$ cat src/rtl/disp_regctrl_pkg.sv
// Shared constants and byte-enable helpers for the display layer register controller.
//   Register byte offsets (12-bit, block-relative), bit indices inside INTCTRL,
//   UPDCTRL, DISPCTRL and FIFOSTAT, and byte-lane merge functions.
package disp_regctrl_pkg;

  localparam logic [11:0] OFF_DISPCTRL = 12'h000;
  localparam logic [11:0] OFF_INTCTRL  = 12'h004;
  localparam logic [11:0] OFF_FIFOSTAT = 12'h008;
  localparam logic [11:0] OFF_UPDCTRL  = 12'h00C;
  localparam logic [11:0] OFF_FRAMECNT = 12'h010;
  localparam logic [11:0] OFF_LAYER0   = 12'h100;

  localparam int unsigned LAYER_STRIDE    = 4;
  localparam int unsigned INT_VB_IE       = 0;
  localparam int unsigned INT_VB_CLR      = 1;
  localparam int unsigned INT_FIFO_IE     = 2;
  localparam int unsigned UPD_REQ         = 0;
  localparam int unsigned FIFO_OVER_BASE  = 8;
  localparam int unsigned DISPCTRL_VBLANK = 31;

  // Expand the 4 byte enables into a 32-bit bit mask.
  function automatic logic [31:0] be_mask(input logic [3:0] be);
    return {{8{be[3]}}, {8{be[2]}}, {8{be[1]}}, {8{be[0]}}};
  endfunction

  // Replace only the enabled byte lanes of old with wd.
  function automatic logic [31:0] be_merge(input logic [31:0] old, input logic [31:0] wd,
                                           input logic [3:0] be);
    return (old & ~be_mask(be)) | (wd & be_mask(be));
  endfunction

endpackage

$ cat src/rtl/disp_vsync_edge.sv
// VSYNC synchroniser and falling-edge detector.
//   ACLK, ARST   : clock, synchronous active-high reset
//   vsync_x_i    : active-low VSYNC, asynchronous to ACLK
//   vs_fall_o    : one-cycle pulse, high 3 ACLK edges after the pin falls
module disp_vsync_edge (
  input  logic ACLK,
  input  logic ARST,
  input  logic vsync_x_i,
  output logic vs_fall_o
);

  logic sync1_q, sync2_q, prev_q, fall_q;

  // History flops reset to the inactive level so reset never looks like an edge.
  always_ff @(posedge ACLK) begin
    if (ARST) begin
      sync1_q <= 1'b1;
      sync2_q <= 1'b1;
      prev_q  <= 1'b1;
      fall_q  <= 1'b0;
    end else begin
      sync1_q <= vsync_x_i;
      sync2_q <= sync1_q;
      prev_q  <= sync2_q;
      fall_q  <= prev_q & ~sync2_q;
    end
  end

  assign vs_fall_o = fall_q;

endmodule

$ cat src/rtl/disp_layer_regctrl.sv
// Multi-layer display register controller.
//   Register bus : WRADDR/BYTEEN/WREN/WDATA writes, RDADDR/RDEN reads, RDATA (1-cycle latency)
//   Display      : DISPON/DISPADDR active values, loaded from shadow on VSYNC fall when armed;
//                  LAYER_UPDATE pulses on the load
//   Status       : BUF_UNDER/BUF_OVER sticky flags, frame counter, DSP_IRQ registered interrupt
module disp_layer_regctrl
  import disp_regctrl_pkg::*;
#(
  parameter int unsigned NLAYER = 2,
  parameter int unsigned ADDR_W = 29,
  parameter logic [3:0]  BLK_ID = 4'h0
) (
  input  logic                     ACLK,
  input  logic                     ARST,
  input  logic                     DSP_VSYNC_X,
  input  logic [15:0]              WRADDR,
  input  logic [3:0]               BYTEEN,
  input  logic                     WREN,
  input  logic [31:0]              WDATA,
  input  logic [15:0]              RDADDR,
  input  logic                     RDEN,
  output logic [31:0]              RDATA,
  output logic [NLAYER-1:0]        DISPON,
  output logic [NLAYER*ADDR_W-1:0] DISPADDR,
  output logic                     LAYER_UPDATE,
  output logic                     DSP_IRQ,
  input  logic [NLAYER-1:0]        BUF_UNDER,
  input  logic [NLAYER-1:0]        BUF_OVER
);

  logic                     vs_fall;
  logic [NLAYER-1:0]        shadow_en_q, shadow_en_d;
  logic [ADDR_W-1:0]        shadow_addr_q [NLAYER];
  logic [ADDR_W-1:0]        shadow_addr_d [NLAYER];
  logic [NLAYER-1:0]        dispon_q, dispon_d;
  logic [NLAYER*ADDR_W-1:0] dispaddr_q, dispaddr_d;
  logic                     updreq_q, updreq_d;
  logic                     vblank_q, vblank_d;
  logic                     ie_vb_q, ie_vb_d;
  logic                     ie_fifo_q, ie_fifo_d;
  logic [NLAYER-1:0]        under_q, under_d;
  logic [NLAYER-1:0]        over_q, over_d;
  logic [15:0]              framecnt_q, framecnt_d;
  logic                     layer_update_q, layer_update_d;
  logic                     irq_q, irq_d;
  logic [31:0]              rdata_q;
  logic [31:0]              rd_val_c;
  logic [31:0]              intctrl_c;
  logic [31:0]              fifostat_c;
  logic                     wr_sel_c;

  disp_vsync_edge u_vsync_edge (
    .ACLK      (ACLK),
    .ARST      (ARST),
    .vsync_x_i (DSP_VSYNC_X),
    .vs_fall_o (vs_fall)
  );

  assign intctrl_c  = (32'(ie_fifo_q) << INT_FIFO_IE) | (32'(ie_vb_q) << INT_VB_IE);
  assign fifostat_c = (32'(over_q) << FIFO_OVER_BASE) | 32'(under_q);
  assign wr_sel_c   = WREN && (WRADDR[15:12] == BLK_ID);

  // Next state: clears and transfers first, then writes, then hardware sets (sets win).
  always_comb begin
    shadow_en_d    = shadow_en_q;
    shadow_addr_d  = shadow_addr_q;
    dispon_d       = dispon_q;
    dispaddr_d     = dispaddr_q;
    updreq_d       = updreq_q;
    vblank_d       = vblank_q;
    ie_vb_d        = ie_vb_q;
    ie_fifo_d      = ie_fifo_q;
    under_d        = under_q;
    over_d         = over_q;
    framecnt_d     = framecnt_q;
    layer_update_d = 1'b0;

    // Transfer uses pre-write shadow values; a same-cycle UPDREQ write re-arms below.
    if (vs_fall) begin
      framecnt_d = framecnt_q + 16'd1;
      if (updreq_q) begin
        dispon_d = shadow_en_q;
        for (int unsigned n = 0; n < NLAYER; n++) begin
          dispaddr_d[n*ADDR_W +: ADDR_W] = shadow_addr_q[n];
        end
        updreq_d       = 1'b0;
        layer_update_d = 1'b1;
      end
    end

    if (wr_sel_c) begin
      case (WRADDR[11:0])
        OFF_DISPCTRL: shadow_en_d = NLAYER'(be_merge(32'(shadow_en_q), WDATA, BYTEEN));
        OFF_INTCTRL: begin
          ie_vb_d   = 1'(be_merge(intctrl_c, WDATA, BYTEEN) >> INT_VB_IE);
          ie_fifo_d = 1'(be_merge(intctrl_c, WDATA, BYTEEN) >> INT_FIFO_IE);
          if (1'(be_merge(32'd0, WDATA, BYTEEN) >> INT_VB_CLR)) vblank_d = 1'b0;
        end
        OFF_FIFOSTAT: begin
          under_d = under_q & ~NLAYER'(be_merge(32'd0, WDATA, BYTEEN));
          over_d  = over_q & ~NLAYER'(be_merge(32'd0, WDATA, BYTEEN) >> FIFO_OVER_BASE);
        end
        OFF_UPDCTRL: if (1'(be_merge(32'd0, WDATA, BYTEEN) >> UPD_REQ)) updreq_d = 1'b1;
        default: begin
          for (int unsigned n = 0; n < NLAYER; n++) begin
            if (WRADDR[11:0] == 12'(OFF_LAYER0 + LAYER_STRIDE * n)) begin
              shadow_addr_d[n] = ADDR_W'(be_merge(32'(shadow_addr_q[n]), WDATA, BYTEEN));
            end
          end
        end
      endcase
    end

    if (vs_fall) vblank_d = 1'b1;
    under_d = under_d | BUF_UNDER;
    over_d  = over_d | BUF_OVER;

    irq_d = (ie_vb_q & vblank_q) | (ie_fifo_q & ((|under_q) | (|over_q)));
  end

  // Read mux; unselected or unmapped reads return 0.
  always_comb begin
    rd_val_c = '0;
    if (RDEN && (RDADDR[15:12] == BLK_ID)) begin
      case (RDADDR[11:0])
        OFF_DISPCTRL: rd_val_c = 32'(shadow_en_q) | (32'(vblank_q) << DISPCTRL_VBLANK);
        OFF_INTCTRL:  rd_val_c = intctrl_c;
        OFF_FIFOSTAT: rd_val_c = fifostat_c;
        OFF_UPDCTRL:  rd_val_c = 32'(updreq_q) << UPD_REQ;
        OFF_FRAMECNT: rd_val_c = 32'(framecnt_q);
        default: begin
          for (int unsigned n = 0; n < NLAYER; n++) begin
            if (RDADDR[11:0] == 12'(OFF_LAYER0 + LAYER_STRIDE * n)) begin
              rd_val_c = 32'(shadow_addr_q[n]);
            end
          end
        end
      endcase
    end
  end

  always_ff @(posedge ACLK) begin
    if (ARST) begin
      shadow_en_q    <= '0;
      for (int unsigned n = 0; n < NLAYER; n++) shadow_addr_q[n] <= '0;
      dispon_q       <= '0;
      dispaddr_q     <= '0;
      updreq_q       <= 1'b0;
      vblank_q       <= 1'b0;
      ie_vb_q        <= 1'b0;
      ie_fifo_q      <= 1'b0;
      under_q        <= '0;
      over_q         <= '0;
      framecnt_q     <= '0;
      layer_update_q <= 1'b0;
      irq_q          <= 1'b0;
      rdata_q        <= '0;
    end else begin
      shadow_en_q    <= shadow_en_d;
      shadow_addr_q  <= shadow_addr_d;
      dispon_q       <= dispon_d;
      dispaddr_q     <= dispaddr_d;
      updreq_q       <= updreq_d;
      vblank_q       <= vblank_d;
      ie_vb_q        <= ie_vb_d;
      ie_fifo_q      <= ie_fifo_d;
      under_q        <= under_d;
      over_q         <= over_d;
      framecnt_q     <= framecnt_d;
      layer_update_q <= layer_update_d;
      irq_q          <= irq_d;
      rdata_q        <= rd_val_c;
    end
  end

  assign RDATA        = rdata_q;
  assign DISPON       = dispon_q;
  assign DISPADDR     = dispaddr_q;
  assign LAYER_UPDATE = layer_update_q;
  assign DSP_IRQ      = irq_q;

endmodule

$ cat config.mk
export PLATFORM = sky130hd
export DESIGN_NAME = disp_layer_regctrl
export DESIGN_NICKNAME = d
export VERILOG_FILES = /design/src/rtl/disp_regctrl_pkg.sv /design/src/rtl/disp_vsync_edge.sv /design/src/rtl/disp_layer_regctrl.sv
export SDC_FILE = /design/constraint.sdc
export NUM_CORES = 1
export LEC_CHECK = 0
export ABC_CLOCK_PERIOD_IN_PS = 3000
export CAP_MARGIN = 40
export CORE_ASPECT_RATIO = 0.75
export CORE_MARGIN = 10
export CORE_UTILIZATION = 30
export DETAILED_ROUTE_END_ITERATION = 10
export PLACE_DENSITY_LB_ADDON = 0.15
export SLEW_MARGIN = 30
export SYNTH_ARGS = -nofsm -noshare
export SYNTH_HDL_FRONTEND = slang
export SYNTH_SLANG_ARGS = --single-unit
$ cat constraint.sdc
create_clock -name ACLK -period 3 [get_ports ACLK]
set_input_delay 0.75 -clock ACLK [delete_from_list [all_inputs] [get_ports ACLK]]
set_output_delay 0.75 -clock ACLK [all_outputs]
set_load 0.02 [all_outputs]
==> reports/results.ini <==
[power]
finalPower_uw=4860
cellPowerDensity_nw_per_um2=492
power_leakage_uw=0.00328
peakVddDrop_mv=0.353

[global_routing]
grt.met1_usage_pct=21.3
grtUsageMet2_pct=22.6
grt_max_degree=155
grt.overflow.total=0
antenna_found_initial=1
grt_pass1_wl_mm=37.0
grt_pass1_vias=6280
globalRouteMet3Util_pct=4.49
grt_usage_pct=15.4
top_usage_layer=met2

[die]
die_h_um=155
die_area_sq_um=30800
boundaryPins=171
die_w_um=199
initial_core_util_pct=30.4
core_area_sq_um=23800
rows=49

[logic_synthesis]
synth_area_leaders=dfxtp_1 (50%), a21oi_1 (8.3%), nand2_1 (7.1%)
netlist.top_cell.by_area=dfxtp_1
synthCells=831
avgSynthCellArea_sq_um=8.72
ys_types=58
synthTopCellsByCount=dfxtp_1 (180), nand2_1 (137), a21oi_1 (120)
synth-edff-count=0
ys_seq_area_share_pct=49.7
netlist_area_sq_um=7240
ys.flop_type=dfxtp_1
synth.top_cell.area_share_pct=49.7
ys_ff_latch=180
synthArstFlopShare_pct=0
post-synth-top-count-cell=dfxtp_1
yosysWarningCount=0

[worst_setup_path]
critPathArrivalTime_ns=2.78
crit_path_end_kind=flip-flop
required_ns=3.34
reg2regPathDepth=4
critical_path_class=in2reg
critical_path.startpoint_type=primary input
cp_max_fo=5

[layout]
area_growth_pct=36.4
final_area_sq_um=9880
drive_above_1_share_pct=11.9
final_cells=1299
fin_nets=1057

[sta]
clock_skew_ns=0.0102
setup_viol=0
rsz0062_at_grt=no
report.final.slew_viol_count=0
fmax_mhz=410
finalSetupTns_ns=0
finalHoldViolCount=0
finalCriticalPeriod_ns=2.44
period_share_pct=81.3
worst_pin_slew_ns=0.885
slew_headroom_pct=41.0

[outcome]
status=finished clean

[placement]
gp_congestion=0.802
post-place-cells=1266
dpl_cell_area_sq_um=9300
place_hpwl_mm=16.4
port_buffers=165

[worst_hold_path]
min_path_type=reg2reg
hold_path_depth=2

[route]
initialDrtViolationCount=399
firstDrtPassIters=6
viasPerCell=4.89
drc=0
wirelength_mm=23.7
route.detailed.wl_per_inst_um=18.3
antenna_left=0
vias=6351

[clock_tree]
post_cts_resize_count=0
clock_sinks=180
clk_latency_ns=0.44
cts_buffer_depth=2
root_buffer=clkbuf_16
clk_transition_reported_paths_ns=0.08
cts_setup_buffers=0
hold_buffers=0
cts_made_buffers=17
htreeDepth=4
cts_tree=done

[job]
cap_violations=0

cell type report:
cell class	instances	area, sq um
Multi-Input combinational cell	575	3330
Fill cell	2390	14000
Inverter	12	45.0
Clock inverter	15	155
Sequential cell	180	3600
Timing Repair Buffer	193	1930
Tap cell	306	383
Antenna cell	1	2.50
Clock buffer	17	425
worst paths after layout:
kind | start | end | slack (ns)
max | RDADDR[1] | RDATA[31] | 0.56
min | u_vsync_edge.prev_q | u_vsync_edge.vs_fall_o | 0.41
max reg2reg | u_vsync_edge.vs_fall_o | framecnt_q[15] | 1.21
min reg2reg | u_vsync_edge.prev_q | u_vsync_edge.vs_fall_o | 0.41
metal layers:
layer / vias up / routed length, um / share of wire [%]
met1: 3009 / 11600 / 49
li1: 3182 / - / -
met2: 135 / 10200 / 43
met5: - / 13 / 0.055
met3: 23 / 1600 / 6.8
met4: 2 / 296 / 1.2
power breakdown:
group,internal (uW),switching (uW)
registers,2390,6.88
logic,121,110
clock network,1120,1110
cell usage in the layout (no fill, tap or decap), drive strengths merged, types with 4 or more instances in the layout:
| cell type | n |
|---|---|
| nor3 | 8 |
| nor2 | 43 |
| dfxtp | 180 |
| nor4 | 6 |
| clkdlybuf4s50 | 164 |
| nand2 | 137 |
| clkbuf | 17 |
| mux2 | 4 |
| o21ai | 34 |
| xnor2 | 8 |
| nor2b | 5 |
| nand3 | 62 |
| buf | 29 |
| xor2 | 4 |
| a21oi | 120 |
| nor4b | 5 |
| and2 | 5 |
| mux2i | 23 |
| o2bb2ai | 11 |
| or2 | 4 |
| a21bo | 26 |
| inv | 23 |
| nand4 | 9 |
| nand2b | 11 |
| a22oi | 15 |
critical path: stages:
cell             delay [ns]
clkdlybuf4s50_1        0.40
or4_4                  0.56
or2_1                  0.30
or4_1                  0.58
nor4_2                 0.20
per-stage QoR:
| step | setup slack [ns] | util [%] | hold WS (ns) |
|---|---|---|---|
| 5_1_grt | 0.529 | 41.4 | 0.430 |
| 2_1_floorplan | 0.629 | - | 0.389 |
| 4_1_cts | 0.598 | 41.4 | 0.415 |
| 3_3_place_gp | 0.139 | 39.0 | 0.398 |
| 3_5_place_dp | 0.135 | 39.0 | 0.400 |
| 6_report | 0.561 | 41.4 | 0.415 |
cell families after synthesis:
logic type               Yosys count  synth area share, %
multiplexers                      27                 3.80
AND/OR/NAND/NOR                  310                 20.4
adder cells (fa/ha/maj)            1                0.173
other                              1               0.0518
flip-flops                       180                 49.7
buffers and inverters             77                 4.44
AO/OA/AOI/OAI                    223                 19.9
XOR/XNOR                          12                 1.45
Note: power is estimated with default switching activity, not from simulation.
